==> src/rtl/seq_hit_pkg.sv <==
// Shared definitions for the sequence-detector hit buffer.
// These cover the entry layout, the detector mode encodings and a constant clog2 helper.
package seq_hit_pkg;

  localparam int ENTRY_W = 6;
  localparam int MODE_W  = 2;
  localparam int DATA_W  = 4;

  typedef enum logic [MODE_W-1:0] {
    MODE_INC = 2'd0,
    MODE_DEC = 2'd1,
    MODE_EQ  = 2'd2
  } mode_e;

  typedef struct packed {
    logic [MODE_W-1:0] mode;
    logic [DATA_W-1:0] data;
  } entry_t;

  function automatic int clog2(input int value);
    int result;
    result = 0;
    while ((1 << result) < value) result = result + 1;
    return result;
  endfunction

endpackage

==> src/rtl/seq_hit_fifo.sv <==
// Generic first-word-fall-through FIFO with registered occupancy flags.
// When the FIFO is full, a push is still accepted if a pop happens in the same cycle.
module seq_hit_fifo
  import seq_hit_pkg::*;
#(
  parameter int DEPTH = 8,
  parameter int W     = 6
) (
  input  logic                   i_clk,
  input  logic                   i_rst,
  input  logic                   i_clr,
  input  logic                   i_push_req,
  input  logic [W-1:0]           i_din,
  input  logic                   i_pop_req,
  output logic [W-1:0]           o_head,
  output logic                   o_valid,
  output logic                   o_full,
  output logic [clog2(DEPTH):0]  o_level,
  output logic                   o_accept
);

  localparam int AW = clog2(DEPTH);
  localparam int LW = AW + 1;

  logic [W-1:0]  r_mem [DEPTH];
  logic [LW-1:0] r_wr_ptr;
  logic [LW-1:0] r_rd_ptr;
  logic [LW-1:0] r_level;
  logic          r_valid;
  logic          r_full;

  logic          w_push;
  logic          w_pop;
  logic [LW-1:0] w_level_next;

  always_comb begin
    w_pop  = r_valid & i_pop_req;
    w_push = i_push_req & (~r_full | w_pop);
    w_level_next = r_level;
    if (w_push && !w_pop) begin
      w_level_next = r_level + LW'(1);
    end else if (!w_push && w_pop) begin
      w_level_next = r_level - LW'(1);
    end
  end

  always_ff @(posedge i_clk or posedge i_rst) begin
    if (i_rst) begin
      r_wr_ptr <= '0;
      r_rd_ptr <= '0;
      r_level  <= '0;
      r_valid  <= 1'b0;
      r_full   <= 1'b0;
    end else if (i_clr) begin
      r_wr_ptr <= '0;
      r_rd_ptr <= '0;
      r_level  <= '0;
      r_valid  <= 1'b0;
      r_full   <= 1'b0;
    end else begin
      if (w_push) r_wr_ptr <= r_wr_ptr + LW'(1);
      if (w_pop)  r_rd_ptr <= r_rd_ptr + LW'(1);
      r_level <= w_level_next;
      r_valid <= (w_level_next != '0);
      r_full  <= (w_level_next == LW'(DEPTH));
    end
  end

  // Storage has no reset, so it can map onto distributed or block memory.
  always_ff @(posedge i_clk) begin
    if (w_push && !i_clr) begin
      r_mem[r_wr_ptr[AW-1:0]] <= i_din;
    end
  end

  assign o_head   = r_mem[r_rd_ptr[AW-1:0]];
  assign o_valid  = r_valid;
  assign o_full   = r_full;
  assign o_level  = r_level;
  assign o_accept = w_push & ~i_clr;

endmodule

==> src/rtl/seq_hit_buffer.sv <==
// Captures detector events {MODE, DATA} into a FWFT FIFO and drains them through valid/ready.
// It also keeps a saturating hit counter and a sticky overflow flag for dropped events.
module seq_hit_buffer
  import seq_hit_pkg::*;
#(
  parameter int DEPTH = 8,
  parameter int CNT_W = 8
) (
  input  logic                   SYSCLK,
  input  logic                   RST,
  input  logic                   CLR,
  input  logic                   IN_VALID,
  input  logic [MODE_W-1:0]      MODE,
  input  logic [DATA_W-1:0]      DATA_IN,
  input  logic                   OUT_READY,
  output logic                   OUT_VALID,
  output logic [ENTRY_W-1:0]     DATA_OUT,
  output logic [clog2(DEPTH):0]  LEVEL,
  output logic                   FULL,
  output logic [CNT_W-1:0]       HIT_CNT,
  output logic                   OVERFLOW
);

  entry_t               w_entry;
  logic [ENTRY_W-1:0]   w_head;
  logic                 w_valid;
  logic                 w_accept;
  logic                 w_drop;
  logic [CNT_W-1:0]     r_hit_cnt;
  logic                 r_overflow;

  assign w_entry = '{mode: MODE, data: DATA_IN};

  seq_hit_fifo #(
    .DEPTH (DEPTH),
    .W     (ENTRY_W)
  ) u_fifo (
    .i_clk      (SYSCLK),
    .i_rst      (RST),
    .i_clr      (CLR),
    .i_push_req (IN_VALID),
    .i_din      (w_entry),
    .i_pop_req  (OUT_READY),
    .o_head     (w_head),
    .o_valid    (w_valid),
    .o_full     (FULL),
    .o_level    (LEVEL),
    .o_accept   (w_accept)
  );

  // An event is dropped only when the FIFO is full and nothing is popped in that cycle.
  assign w_drop = IN_VALID & ~CLR & ~w_accept;

  always_ff @(posedge SYSCLK or posedge RST) begin
    if (RST) begin
      r_hit_cnt  <= '0;
      r_overflow <= 1'b0;
    end else if (CLR) begin
      r_hit_cnt  <= '0;
      r_overflow <= 1'b0;
    end else begin
      if (IN_VALID && !(&r_hit_cnt)) r_hit_cnt <= r_hit_cnt + CNT_W'(1);
      if (w_drop) r_overflow <= 1'b1;
    end
  end

  assign OUT_VALID = w_valid;
  assign DATA_OUT  = w_valid ? w_head : '0;
  assign HIT_CNT   = r_hit_cnt;
  assign OVERFLOW  = r_overflow;

endmodule

==> config.mk <==
export PLATFORM = sky130hd
export DESIGN_NAME = seq_hit_buffer
export DESIGN_NICKNAME = d
export VERILOG_FILES = /design/src/rtl/seq_hit_pkg.sv /design/src/rtl/seq_hit_fifo.sv /design/src/rtl/seq_hit_buffer.sv
export SDC_FILE = /design/constraint.sdc
export NUM_CORES = 1
export LEC_CHECK = 0
export ABC_AREA = 1
export CAP_MARGIN = 20
export CORE_MARGIN = 2
export CORE_UTILIZATION = 56
export CTS_CLUSTER_SIZE = 24
export DETAILED_ROUTE_END_ITERATION = 12
export PLACE_DENSITY = 0.79
export RECOVER_POWER = 25
export SYNTH_ARGS = -nofsm -noshare
export SYNTH_HDL_FRONTEND = slang
export SYNTH_SLANG_ARGS = --single-unit
==> constraint.sdc <==
create_clock -name SYSCLK -period 2.1 [get_ports SYSCLK]
set_clock_uncertainty 0.1 [all_clocks]
set_input_delay 0.21 -clock SYSCLK [delete_from_list [all_inputs] [get_ports SYSCLK]]
set_output_delay 0.21 -clock SYSCLK [all_outputs]
set_load 0.02 [all_outputs]
# Word-level counts from Yosys, hierarchy flattened
# Memory sizes are Yosys's and may differ from the RTL's.
# Index checks and enable logic that the tools add are counted.
# totals
reg_bits,23
ram_bits,48
inputBits,11
out_inout_bits,21
n_memories,1
# mem_list
memory,depth,word_bits,rd,rd_ports_with_merged_regs,wr,line_no,source
u_fifo.r_mem,8,6,1,0,1,seq_hit_fifo.sv:25,logic [W-1:0] r_mem [DEPTH];
# classes
add_sub_neg,5
n_eq_ne,1
mux,16
bitwise,9
n_reduce_logical,14
# ops
cell,n
2-to-1 mux 4 bit,7
2-to-1 mux 8 bit,2
adder 4 x 1 -> 4 bit (second input constant),3
adder 8 x 1 -> 8 bit (second input constant),1
AND reduction 8 bit,1
nonzero test 2 bit,4
2-to-1 mux 1 bit,6
2-to-1 mux 6 bit,1
AND 1 bit,5
== test 4 bit (second input constant),1
logical AND 1 bit,4
logical NOT 1 bit,4
nonzero test 4 bit,1
subtractor 4 x 1 -> 4 bit (second input constant),1
inverter 1 bit,3
OR 1 bit,1

# Logic depth before layout (Yosys ltp)
# depth
word_depth,9
ltp_mapped,9
mapped_depth_nobuf,9

# Modules after synthesis
# A second synthesis with hierarchy kept.
# hier_totals
cells_unflattened,315
area_unflattened_um2,3155.5
# modules_own_cells
module,instances,cells_each,area_each_um2,seq_area_each_um2
seq_hit_fifo,1,224,2571.2,1741.7
seq_hit_buffer,1,91,584.3,225.2

# Worst setup path before layout
# OpenSTA, ideal clock, no wires.
# synth_path
path_type,register to register
start,"register u_fifo.r_valid, in the netlist u_fifo.o_valid"
end,memory u_fifo.r_mem[7][0] (enable)
setup_ns,0.350
arrival_ns,1.367
path_slack_ns,0.283
stages_incl_launch_ff,7
path_cell_list,dfrtp_1 nand2_4 inv_2 o21ai_2 nor2_4 nand2_1 nor2_1
# synth_via
elab_chain_cells,6
# synth_lines
item,line_no,source
start: declaration,seq_hit_fifo.sv:29,logic r_valid;
start signal: assignment,seq_hit_fifo.sv:64,r_valid <= (w_level_next != '0);
AND 1 bit,seq_hit_fifo.sv:37,w_pop = r_valid & i_pop_req;
OR 1 bit,seq_hit_fifo.sv:38,w_push = i_push_req & (~r_full | w_pop);
AND 1 bit,seq_hit_fifo.sv:38,
logical AND 1 bit,seq_hit_fifo.sv:71,if (w_push && !i_clr) begin
2-to-1 mux 1 bit,seq_hit_fifo.sv:71,
2-to-1 mux 1 bit (not written as such),seq_hit_fifo.sv:72,r_mem[r_wr_ptr[AW-1:0]] <= i_din;
end: declaration,seq_hit_fifo.sv:25,
# No other way between the ends.

# Worst setup path after layout
# layout_path
start,register u_fifo.r_rd_ptr[0]
end,output DATA_OUT[5]
# layout_via
elab_chain_cells,2
# layout_lines
item,line_no,source
start: declaration,seq_hit_fifo.sv:27,logic [LW-1:0] r_rd_ptr;
start signal: assignment,seq_hit_fifo.sv:62,if (w_pop) r_rd_ptr <= r_rd_ptr + LW'(1);
memory (8 x 6 bit),-,
2-to-1 mux 6 bit,seq_hit_buffer.sv:68,assign DATA_OUT = w_valid ? w_head : '0;
end: declaration,seq_hit_buffer.sv:17,"output logic [ENTRY_W-1:0] DATA_OUT,"
# No other way between the ends.

==> flow_metrics.py <==
metrics = {
    "global_routing": {
        "grt_pass1_wl_um": 10500,
        "antenna_found_initial": 0,
        "grt_max_degree": 27,
        "grt_pass1_vias": 2221,
        "grt_use_total_pct": 22.5,
        "overflow": 0,
    },
    "critical_path": {
        "timing.rr.end": "u_fifo.r_mem[1][3]",
        "max_stage_delay_ps": 450,
        "end_kind": "output pin",
        "cp-start-kind": "flip-flop",
        "cp_num_buf_inv": 2,
        "cp_data_required_time_ps": 1790,
        "r2r-start": "u_fifo.o_valid",
        "cp_max_fo": 10,
        "worst-setup-path-type": "flip-flop to output pin",
        "rrSetupSlack_ps": 330,
        "crit_cells": 8,
        "crit_chain": "buf_4, nor2_1, nor2_1, o21ai_0, o21ai_1, o21ai_1, nor2_1, clkdlybuf4s15_2",
        "cp.arrival_ps": 1730,
        "crit_family": "flip-flops",
        "critPathMostFrequentCell": "nor2_1",
        "crit_slowest_cell": "dfrtp_2",
        "reg2reg_depth": 7,
    },
    "routing": {
        "antenna_left": 0,
        "drc": 0,
        "first_pass_iters": 4,
        "wl_per_cell_um": 14.8,
        "drt_iter0_markers": 183,
        "vias": 2338,
        "drt-total-wl_um": 6420,
        "viasPerCell": 5.39,
    },
    "timing": {
        "worstMarginPinSlew_ps": 1170,
        "finalCritPeriodShare_pct": 97.2,
        "setup_tns_ps": 0,
        "finalHoldViolCount": 0,
        "fmaxAchievable_mhz": 490,
        "layout_setup_ws_ps": 59.1,
        "drv_slew": 0,
        "rsz0062_at_grt": "false",
        "setup_viol": 0,
        "fin_crit_ps": 2040,
        "slew_headroom_pct": 22.0,
    },
    "synth": {
        "synth_area_leaders": "edfxtp_1 46%, dfrtp_1 17%, nor2_1 7.8%, o21ai_0 6.0%, nand2_1 4.2%",
        "yosys.area.top_type": "edfxtp_1",
        "ys_top_cells_by_count": "66 x nor2_1, 48 x edfxtp_1, 38 x o21ai_0, 35 x nand2_1, 21 x dfrtp_1",
        "synth_seq_cells": 69,
        "yosysWarnings": 0,
        "synth_top_flop_cell": "edfxtp_1",
        "ys_types": 29,
        "syn_nets": 322,
        "syn_avg_cell_area_um2": 10.3,
        "synth-edff-count": 48,
        "ys_seq_area_share_pct": 62.2,
        "yosysMostFrequentCell": "nor2_1",
        "synth_top_area_share_pct": 45.6,
        "syn_area_um2": 3160,
        "async_flop_share_pct": 30.4,
        "synth_cells": 306,
    },
    "clock_network": {
        "cts_max_path_buffers": 2,
        "cts_tree": "done",
        "cts_max_level": 3,
        "cts_root_buf": "clkbuf_8",
        "cts_made_buffers": 9,
        "cts.clk_slew.worst_paths_ps": 70,
        "cts_sinks": 69,
        "clock_latency_ps": 340,
    },
    "pwr": {
        "leakagePower_nw": 1.54,
        "power_density_nw_per_um2": 808,
        "total_power_mw": 3.09,
        "ir_worst_vdd_mv": 0.467,
    },
    "layout": {
        "antenna_cells": 0,
        "areaGrowthSynthToFinish_pct": 21.0,
        "stdcell_count": 434,
        "fin_nets": 373,
        "drive_above_1_share_pct": 17.1,
        "fin_util_pct": 69.9,
    },
    "placed_design": {
        "gp_congestion": 0.897,
        "dp_slack_ps": 14.8,
        "numPortBuffers": 31,
        "dp_hpwl_um": 4570,
        "dp.cells": 417,
    },
    "status": {
        "status": "complete, no violations",
    },
    "floorplanning": {
        "dieArea_um2": 6260,
        "core_um2": 5470,
        "die_h_um": 79.1,
        "initial_utilization_pct": 57.8,
        "pin_count": 32,
        "row_count": 27,
        "die_w_um": 79.1,
    },
    "run": {
        "max-cap-violations": 0,
    },
    "worst_hold_path": {
        "holdPathEnd": "OVERFLOW",
        "min_from": "OVERFLOW",
        "worst_hold_path_type": "flip-flop to flip-flop",
        "min_path_cells": 1,
    },
}
## placed cells by master, fill, tap and decap left out
cell type / netlist / routed
a21oi_1: 5 / 5
buf_12: 0 / 2
buf_2: 9 / 1
buf_4: 1 / 17
clkbuf_1: 0 / 5
clkbuf_2: 1 / 3
clkbuf_8: 0 / 10
clkdlybuf4s15_2: 0 / 2
clkdlybuf4s50_1: 0 / 21
clkinv_2: 1 / 3
dfrtp_1: 21 / 20
dfrtp_2: 0 / 1
dlygate4sd3_1: 0 / 4
edfxtp_1: 48 / 48
ha_1: 5 / 5
inv_1: 17 / 17
inv_2: 3 / 3
inv_4: 1 / 1
nand2_1: 35 / 35
nand2_2: 5 / 5
nand2_4: 2 / 2
nand3_1: 11 / 11
nand3_2: 5 / 5
nand3b_1: 1 / 1
nand4_1: 4 / 4
nor2_1: 66 / 65
nor2_2: 0 / 1
nor2_4: 3 / 3
nor2_8: 1 / 1
nor3_1: 2 / 2
o21a_1: 1 / 1
o21ai_0: 38 / 34
o21ai_1: 11 / 15
o21ai_2: 1 / 1
o21bai_1: 1 / 1
or2_2: 1 / 1
xor2_1: 6 / 6
## state kept, by name (all words and copies together), names as in the netlist
name,count
u_fifo.r_mem,48
HIT_CNT,8
u_fifo.o_level,4
u_fifo.r_rd_ptr,3
u_fifo.r_wr_ptr,3
OVERFLOW,1
u_fifo.o_full,1
u_fifo.o_valid,1
## worst max path at each step
stage,startpoint,to,slack [ps]
2_1_floorplan,u_fifo.o_valid,u_fifo.r_mem[7][0],280
3_3_place_gp,u_fifo.r_rd_ptr[0],DATA_OUT[1],50
3_5_place_dp,u_fifo.r_rd_ptr[0],DATA_OUT[1],10
4_1_cts,u_fifo.r_rd_ptr[0],DATA_OUT[0],3
5_1_grt,u_fifo.r_rd_ptr[0],DATA_OUT[5],0.9
6_report,u_fifo.r_rd_ptr[0],DATA_OUT[5],60
## report_power, final
group / switching [mW] / internal (mW) / total (mW)
Sequential: 0.0533 / 1.51 / 1.56
Clock: 0.456 / 0.459 / 0.915
Combinational: 0.368 / 0.243 / 0.611
Total: 0.877 / 2.21 / 3.09
## layer usage
metal  track usage (%)  vias up  routed length (µm)
met4              10.3        0                 140
met5                 0        -                   0
met3              3.86       14                 257
met1              29.8     1127                2820
met2              36.4       58                3200
li1                  -     1139                   -
## area by class of cell
type | count | area (µm²)
Timing Repair Buffer | 51 | 464
Fill cell | 402 | 1650
Multi-Input combinational cell | 204 | 1050
Sequential cell | 69 | 1970
Clock inverter | 2 | 10.0
Inverter | 22 | 86.3
Clock buffer | 14 | 153
Tap cell | 72 | 90.1
## cells by family (layout without fill, tap and decap cells)
| group | count (synthesis) | after routing | synth area share (%) |
|---|---|---|---|
| simple gates | 136 | 136 | 20.3 |
| buf+inv | 33 | 89 | 4.55 |
| compound gates | 57 | 57 | 9.30 |
| xor+xnor | 6 | 6 | 1.66 |
| flops | 69 | 69 | 62.2 |
| fa+ha+maj | 5 | 5 | 1.98 |
## per-stage QoR
stage               area [µm²]  hold WS [ps]
CTS                       3840           119
global route              3820           454
global placement          3670           400
finish                    3820           425
detailed placement        3670           413
floorplan                 3160          86.5
## repair_timing
| action | 4_1_cts | 5_1_grt |
|---|---|---|
| gates cloned | 0 | 0 |
| buffers inserted | 1 | 0 |
| setup endpoints to repair | 6 | 6 |
| resized for setup | 14 | 11 |
| hold buffers | 0 | 0 |
Power figures use the tool's default switching activity.
